--- src/rtl/alu_ctrl_pkg.sv ---
// Shared definitions for the ALU command sequencer.
// Contents: FSM state encoding, frame header tag, frame/response byte
// counts, STAT byte field positions, and a helper that packs the STAT byte.
package alu_ctrl_pkg;

    // FSM state encoding (plain constants so legacy code can compare directly)
    localparam int unsigned STATE_W = 4;
    localparam logic [3:0] ST_IDLE    = 4'd0;
    localparam logic [3:0] ST_GET_AH  = 4'd1;
    localparam logic [3:0] ST_GET_AL  = 4'd2;
    localparam logic [3:0] ST_GET_BH  = 4'd3;
    localparam logic [3:0] ST_GET_BL  = 4'd4;
    localparam logic [3:0] ST_EXEC    = 4'd5;
    localparam logic [3:0] ST_SEND_ST = 4'd6;
    localparam logic [3:0] ST_SEND_RH = 4'd7;
    localparam logic [3:0] ST_SEND_RL = 4'd8;

    // Header byte: tag in [7:3], opcode in [2:0]
    localparam logic [4:0] HDR_TAG_DEFAULT = 5'b10100;
    localparam int unsigned SEL_W = 3;

    localparam int unsigned FRAME_BYTES = 5;
    localparam int unsigned RESP_BYTES  = 3;

    // STAT byte layout: {zero, 4'b0000, sel}
    localparam int unsigned STAT_ZERO_BIT = 7;
    localparam int unsigned STAT_SEL_LSB  = 0;

    function automatic logic [7:0] make_stat(input logic zero, input logic [SEL_W-1:0] sel);
        logic [7:0] stat;
        stat = 8'h00;
        stat[STAT_ZERO_BIT] = zero;
        stat[STAT_SEL_LSB +: SEL_W] = sel;
        return stat;
    endfunction

endpackage

--- src/rtl/inter_byte_timer.sv ---
// Inter-byte timeout timer for the command sequencer.
// Counts enabled cycles since the last clear; expire is a combinational
// one-cycle pulse on the cycle the count would reach TIMEOUT_CYC.
// Ports:
//   clk     in   system clock
//   rst     in   asynchronous active-high reset
//   clr     in   restart the count (a byte arrived); overrides expiry
//   en      in   count while high; the count is held at zero while low
//   expire  out  timeout reached this cycle
module inter_byte_timer #(
    parameter int unsigned TIMEOUT_CYC = 100000
) (
    input  logic clk,
    input  logic rst,
    input  logic clr,
    input  logic en,
    output logic expire
);

    localparam int unsigned CNT_W = $clog2(TIMEOUT_CYC + 1);
    localparam logic [CNT_W-1:0] TERM = CNT_W'(TIMEOUT_CYC - 1);

    logic [CNT_W-1:0] count;

    // Count value TERM means TIMEOUT_CYC-1 idle cycles have already elapsed,
    // so this cycle is the TIMEOUT_CYC-th one. A same-cycle clear wins.
    assign expire = en && !clr && (count == TERM);

    always_ff @(posedge clk or posedge rst) begin
        if (rst) begin
            count <= '0;
        end else if (clr || !en || expire) begin
            count <= '0;
        end else begin
            count <= count + 1'b1;
        end
    end

endmodule

--- src/rtl/alu_cmd_sequencer.sv ---
// Command sequencer between the UART byte interface and the 16-bit ALU.
// Receives HDR, A[15:8], A[7:0], B[15:8], B[7:0]; drives registered
// operands/opcode to the external ALU; captures RESULT/ZERO for one cycle
// in EXEC; returns STAT{zero,0000,sel}, R[15:8], R[7:0] via valid/ready.
// Ports:
//   clk, rst            system clock, asynchronous active-high reset
//   rx_valid, rx_data   one-cycle received-byte strobe and byte
//   tx_data, tx_valid   response byte, held until tx_ready at a posedge
//   tx_ready            UART TX accept
//   alu_a, alu_b        registered ALU operands
//   alu_sel             registered ALU opcode
//   alu_result, alu_zero  combinational ALU outputs
//   busy                high in every state except IDLE
//   err                 one-cycle pulse: bad header, inter-byte timeout, RX overrun
//
// state      | meaning
// -----------+-----------------------------------------------------------
// IDLE       | waiting for a header byte with a matching tag
// GET_AH     | waiting for operand A high byte (timeout armed)
// GET_AL     | waiting for operand A low byte (timeout armed)
// GET_BH     | waiting for operand B high byte (timeout armed)
// GET_BL     | waiting for operand B low byte (timeout armed)
// EXEC       | single cycle; ALU output captured
// SEND_ST    | presenting STAT byte
// SEND_RH    | presenting result high byte
// SEND_RL    | presenting result low byte
module alu_cmd_sequencer
    import alu_ctrl_pkg::*;
#(
    parameter int unsigned TIMEOUT_CYC = 100000,
    parameter logic [4:0]  HDR_TAG     = HDR_TAG_DEFAULT
) (
    input  logic        clk,
    input  logic        rst,
    input  logic        rx_valid,
    input  logic [7:0]  rx_data,
    output logic [7:0]  tx_data,
    output logic        tx_valid,
    input  logic        tx_ready,
    output logic [15:0] alu_a,
    output logic [15:0] alu_b,
    output logic [2:0]  alu_sel,
    input  logic [15:0] alu_result,
    input  logic        alu_zero,
    output logic        busy,
    output logic        err
);

    logic [STATE_W-1:0] state;
    logic [15:0]        res_q;
    logic               zero_q;
    logic               in_get;
    logic               in_send;
    logic               timer_expire;

    assign in_get  = (state == ST_GET_AH) || (state == ST_GET_AL) ||
                     (state == ST_GET_BH) || (state == ST_GET_BL);
    assign in_send = (state == ST_SEND_ST) || (state == ST_SEND_RH) ||
                     (state == ST_SEND_RL);

    inter_byte_timer #(
        .TIMEOUT_CYC (TIMEOUT_CYC)
    ) u_timer (
        .clk    (clk),
        .rst    (rst),
        .clr    (rx_valid),
        .en     (in_get),
        .expire (timer_expire)
    );

    // TX side is a pure decode of the state and capture registers, so an
    // async reset drops tx_valid immediately and tx_data cannot change
    // while a byte is waiting for tx_ready.
    assign busy     = (state != ST_IDLE);
    assign tx_valid = in_send;

    always_comb begin
        tx_data = 8'h00;
        case (state)
            ST_SEND_ST: tx_data = make_stat(zero_q, alu_sel);
            ST_SEND_RH: tx_data = res_q[15:8];
            ST_SEND_RL: tx_data = res_q[7:0];
            default:    tx_data = 8'h00;
        endcase
    end

    always_ff @(posedge clk or posedge rst) begin
        if (rst) begin
            state   <= ST_IDLE;
            alu_a   <= 16'h0000;
            alu_b   <= 16'h0000;
            alu_sel <= 3'd0;
            res_q   <= 16'h0000;
            zero_q  <= 1'b0;
            err     <= 1'b0;
        end else begin
            err <= 1'b0;
            case (state)
                ST_IDLE: begin
                    if (rx_valid) begin
                        if (rx_data[7:3] == HDR_TAG) begin
                            alu_sel <= rx_data[2:0];
                            state   <= ST_GET_AH;
                        end else begin
                            err <= 1'b1;
                        end
                    end
                end
                ST_GET_AH: begin
                    if (rx_valid) begin
                        alu_a[15:8] <= rx_data;
                        state       <= ST_GET_AL;
                    end
                end
                ST_GET_AL: begin
                    if (rx_valid) begin
                        alu_a[7:0] <= rx_data;
                        state      <= ST_GET_BH;
                    end
                end
                ST_GET_BH: begin
                    if (rx_valid) begin
                        alu_b[15:8] <= rx_data;
                        state       <= ST_GET_BL;
                    end
                end
                ST_GET_BL: begin
                    if (rx_valid) begin
                        alu_b[7:0] <= rx_data;
                        state      <= ST_EXEC;
                    end
                end
                ST_EXEC: begin
                    // Operands settled during the GET_BL->EXEC edge; the ALU
                    // output is valid for the whole EXEC cycle.
                    res_q  <= alu_result;
                    zero_q <= alu_zero;
                    state  <= ST_SEND_ST;
                    if (rx_valid) begin
                        err <= 1'b1;
                    end
                end
                ST_SEND_ST: begin
                    if (tx_ready) begin
                        state <= ST_SEND_RH;
                    end
                    if (rx_valid) begin
                        err <= 1'b1;
                    end
                end
                ST_SEND_RH: begin
                    if (tx_ready) begin
                        state <= ST_SEND_RL;
                    end
                    if (rx_valid) begin
                        err <= 1'b1;
                    end
                end
                ST_SEND_RL: begin
                    if (tx_ready) begin
                        state <= ST_IDLE;
                    end
                    if (rx_valid) begin
                        err <= 1'b1;
                    end
                end
                default: begin
                    state <= ST_IDLE;
                end
            endcase

            // Expiry is already suppressed when a byte arrives in the same
            // cycle, so this never collides with an operand load above.
            if (timer_expire) begin
                err   <= 1'b1;
                state <= ST_IDLE;
            end
        end
    end

endmodule
--- config.mk ---
export PLATFORM = sky130hd
export DESIGN_NAME = alu_cmd_sequencer
export DESIGN_NICKNAME = d
export VERILOG_FILES = /design/src/rtl/alu_ctrl_pkg.sv /design/src/rtl/inter_byte_timer.sv /design/src/rtl/alu_cmd_sequencer.sv
export SDC_FILE = /design/constraint.sdc
export NUM_CORES = 1
export LEC_CHECK = 0
export ABC_AREA = 0
export CAP_MARGIN = 10
export CORE_MARGIN = 1.5
export CORE_UTILIZATION = 54
export DETAILED_ROUTE_END_ITERATION = 16
export GPL_ROUTABILITY_DRIVEN = 0
export PLACE_DENSITY = 0.85
export RECOVER_POWER = 100
export SYNTH_ARGS = -nofsm -noshare
export SYNTH_HDL_FRONTEND = slang
export SYNTH_SLANG_ARGS = --single-unit
--- constraint.sdc ---
create_clock -name clk -period 4.5 [get_ports clk]
set_input_delay 0.45 -clock clk [delete_from_list [all_inputs] [get_ports clk]]
set_output_delay 0.45 -clock clk [all_outputs]
set_load 0.02 [all_outputs]
==> results.json <==
{
  "status": "finished, violations left",
  "violations": "capacitance limit, slew limit",
  "die_area_sq_um": 6630,
  "tns_ns": 0,
  "fin_area_sq_um": 4330,
  "ios": 75,
  "path_clk_slew_ns": 0.07,
  "worst_pin_slew_ns": 2.28,
  "synth.distinct_cells": 41,
  "final.setup.worst_slack_ns": 1.31,
  "clock_skew_ns": 0.0127,
  "r2r-start": "state[3]$_DFFE_PP0P_",
  "syn-mean-instance-area_sq_um": 12.1,
  "max_freq_ghz": 0.313,
  "slew_viol_final": 45,
  "hold_path_depth": 1,
  "yosys.area.top_type": "dfrtp_1",
  "grt_use_total_pct": 24.8,
  "synth-seq-area-share_pct": 55.7,
  "grt_max_degree": 56,
  "drtPass1Iterations": 5,
  "post_cts_buffers": 0,
  "min_from": "u_timer.count[0]$_DFF_PP0_",
  "antenna_cells": 0,
  "final_cells": 432,
  "syn_nets": 305,
  "power_density_nw_per_um2": 644,
  "layout_commonest_cell": "dfrtp_1",
  "rr_worst_depth": 3,
  "drc_errors": 0,
  "fin_util_pct": 73.2,
  "via_per_inst": 5.69,
  "endpoint_kind": "output pin",
  "start_util_pct": 56.1,
  "yosysWarnings": 0,
  "fin_crit_ns": 3.19,
  "cts.sinks": 74,
  "r2r-end": "res_q[0]$_DFFE_PP0P_",
  "wl_um": 7410,
  "grt_overflow": 0,
  "die_x_um": 81.4,
  "finalPower_mw": 2.79,
  "holdWs_ns": 0.488,
  "drv_cap": 1,
  "slowest_stage": "dlygate4sd3_1",
  "wl_per_cell_um": 17.2,
  "worst_setup_path_start_kind": "register",
  "crit_path_max_fanout": 15,
  "cts_tree": "built",
  "hold_buffers": 0,
  "async_reset_ff_share_pct": 100,
  "worstSkewPairLatency_ns": 0.34,
  "finalHoldViolCount": 0,
  "antenna_found_initial": 0,
  "hpwl_um": 5040,
  "p_leak_nw": 1.87,
  "reg2reg_setup_slack_ns": 2.08,
  "rows": 28,
  "synth_ff_type": "dfrtp_1",
  "grt_pass1_vias": 2468,
  "fillers": 400,
  "netlist_area_sq_um": 3320,
  "core_area_sq_um": 5920,
  "cts_buffers": 9,
  "grt_pass1_wl_um": 12200,
  "die_h_um": 81.4,
  "fin_crit_sh_pct": 70.9,
  "dp_slack_ns": 1.79,
  "min_path_type": "reg -> reg",
  "slowest_delay_ns": 0.69,
  "cts_resized": 0,
  "synth.area.top_cells": "dfrtp_1, mux2_2, nor2_1, xnor2_1, nand2_1",
  "hold_end": "u_timer.count[0]$_DFF_PP0_",
  "synth_cells": 275,
  "synth-seq-cells": 74,
  "cp.required_ns": 4.05,
  "placed_area_sq_um": 4120,
  "placed_cells": 416,
  "path_cells": "nand2_1, nor2_1, a22oi_1, nand2_1, dlygate4sd3_1",
  "crit_top_cell": "nand2_1",
  "setup_viol": 0,
  "area_growth_syn_to_layout_pct": 30.4,
  "clockRootBuffer": "clkbuf_8",
  "drt_iter0_drc": 98,
  "yosys.area.top_type_share_pct": 55.7,
  "drive_gt1_share_pct": 18.2,
  "h-tree-depth": 3,
  "peakVddDrop_mv": 0.478,
  "rsz0062_at_grt": "false",
  "clockBufferDepth": 2,
  "vias": 2460,
  "final_nets": 383,
  "max_slew_margin_pct": -52.2,
  "final_cell_mix": "dfrtp_1, dlygate4sd3_1, mux2_2",
  "worstSetupPathType": "reg -> out",
  "crit_arrival_ns": 2.74,
  "synth_edf_count": 0,
  "io_buffers": 74,
  "final_antenna_net_count": 0
}
sequential cells by signal, summed over array words and instances, names as in the netlist:
name / flops
u_timer.count: 17
zero_q: 1
alu_b: 16
res_q: 16
alu_sel: 3
err: 1
state: 4
alu_a: 16
cell usage after synthesis, types with 4 or more instances:
cell type and number:
a21oi_1 4, a22o_1 5, a22oi_1 4, buf_2 4
dfrtp_1 74, inv_1 5, mux2_2 51, nand2_1 19
nand3_1 11, nand4_1 4, nor2_1 27, nor3_1 6
nor4_1 6, o21ai_0 4, xnor2_1 9, xor2_1 5
worst max-delay path, delay by kind of cell, from the launching register on:
kind	cells	cell delay (ns)
simple gates	3	0.88
flops	1	0.62
compound gates	1	0.22
buf+inv	1	0.69
how the worst max path moves through the flow:
stage                                  to            startpoint  cells past startpoint  slack (ns)
floorplan            alu_a[0]$_DFFE_PP0P_                   rst                      1        2.17
global placement     alu_a[6]$_DFFE_PP0P_              rx_valid                      5        1.89
detailed placement             tx_data[0]  state[3]$_DFFE_PP0P_                      5        1.79
CTS                            tx_data[0]  state[3]$_DFFE_PP0P_                      5        1.35
global route        alu_b[10]$_DFFE_PP0P_                   rst                      3        0.79
finish                         tx_data[0]  state[2]$_DFFE_PP0P_                      5        1.31
layer usage:
metal,part of all wire (%),vias to the layer above,track usage [%]
met5,0,-,0
met4,1.7,0,8.79
met3,5.7,13,5.89
met2,50,88,40.5
met1,42,1211,32.3
li1,-,1148,-
power by group:
group	switching, mW	total [mW]	internal [mW]
logic	0.546	1.07	0.529
registers	0.177	1.10	0.919
clock network	0.239	0.619	0.380
cells by family after synthesis:
kind of cell,count (synthesis),share of synthesized area (%)
fa+ha+maj,1,0.377
mux,51,17.3
buf+inv,14,1.96
flops,74,55.7
compound gates,25,5.24
simple gates,96,15.7
xor+xnor,14,3.69
layout make-up:
type                            instances  area, sq um  area share, %
Sequential cell                        74         1850           42.7
Clock inverter                          5          103           2.37
Tap cell                               75         93.8           2.17
Timing Repair Buffer                   76          752           17.4
Multi-Input combinational cell        187         1380           31.8
Inverter                                5         18.8          0.433
Clock buffer                           10          138           3.18
(Power assumes the default switching activity.)
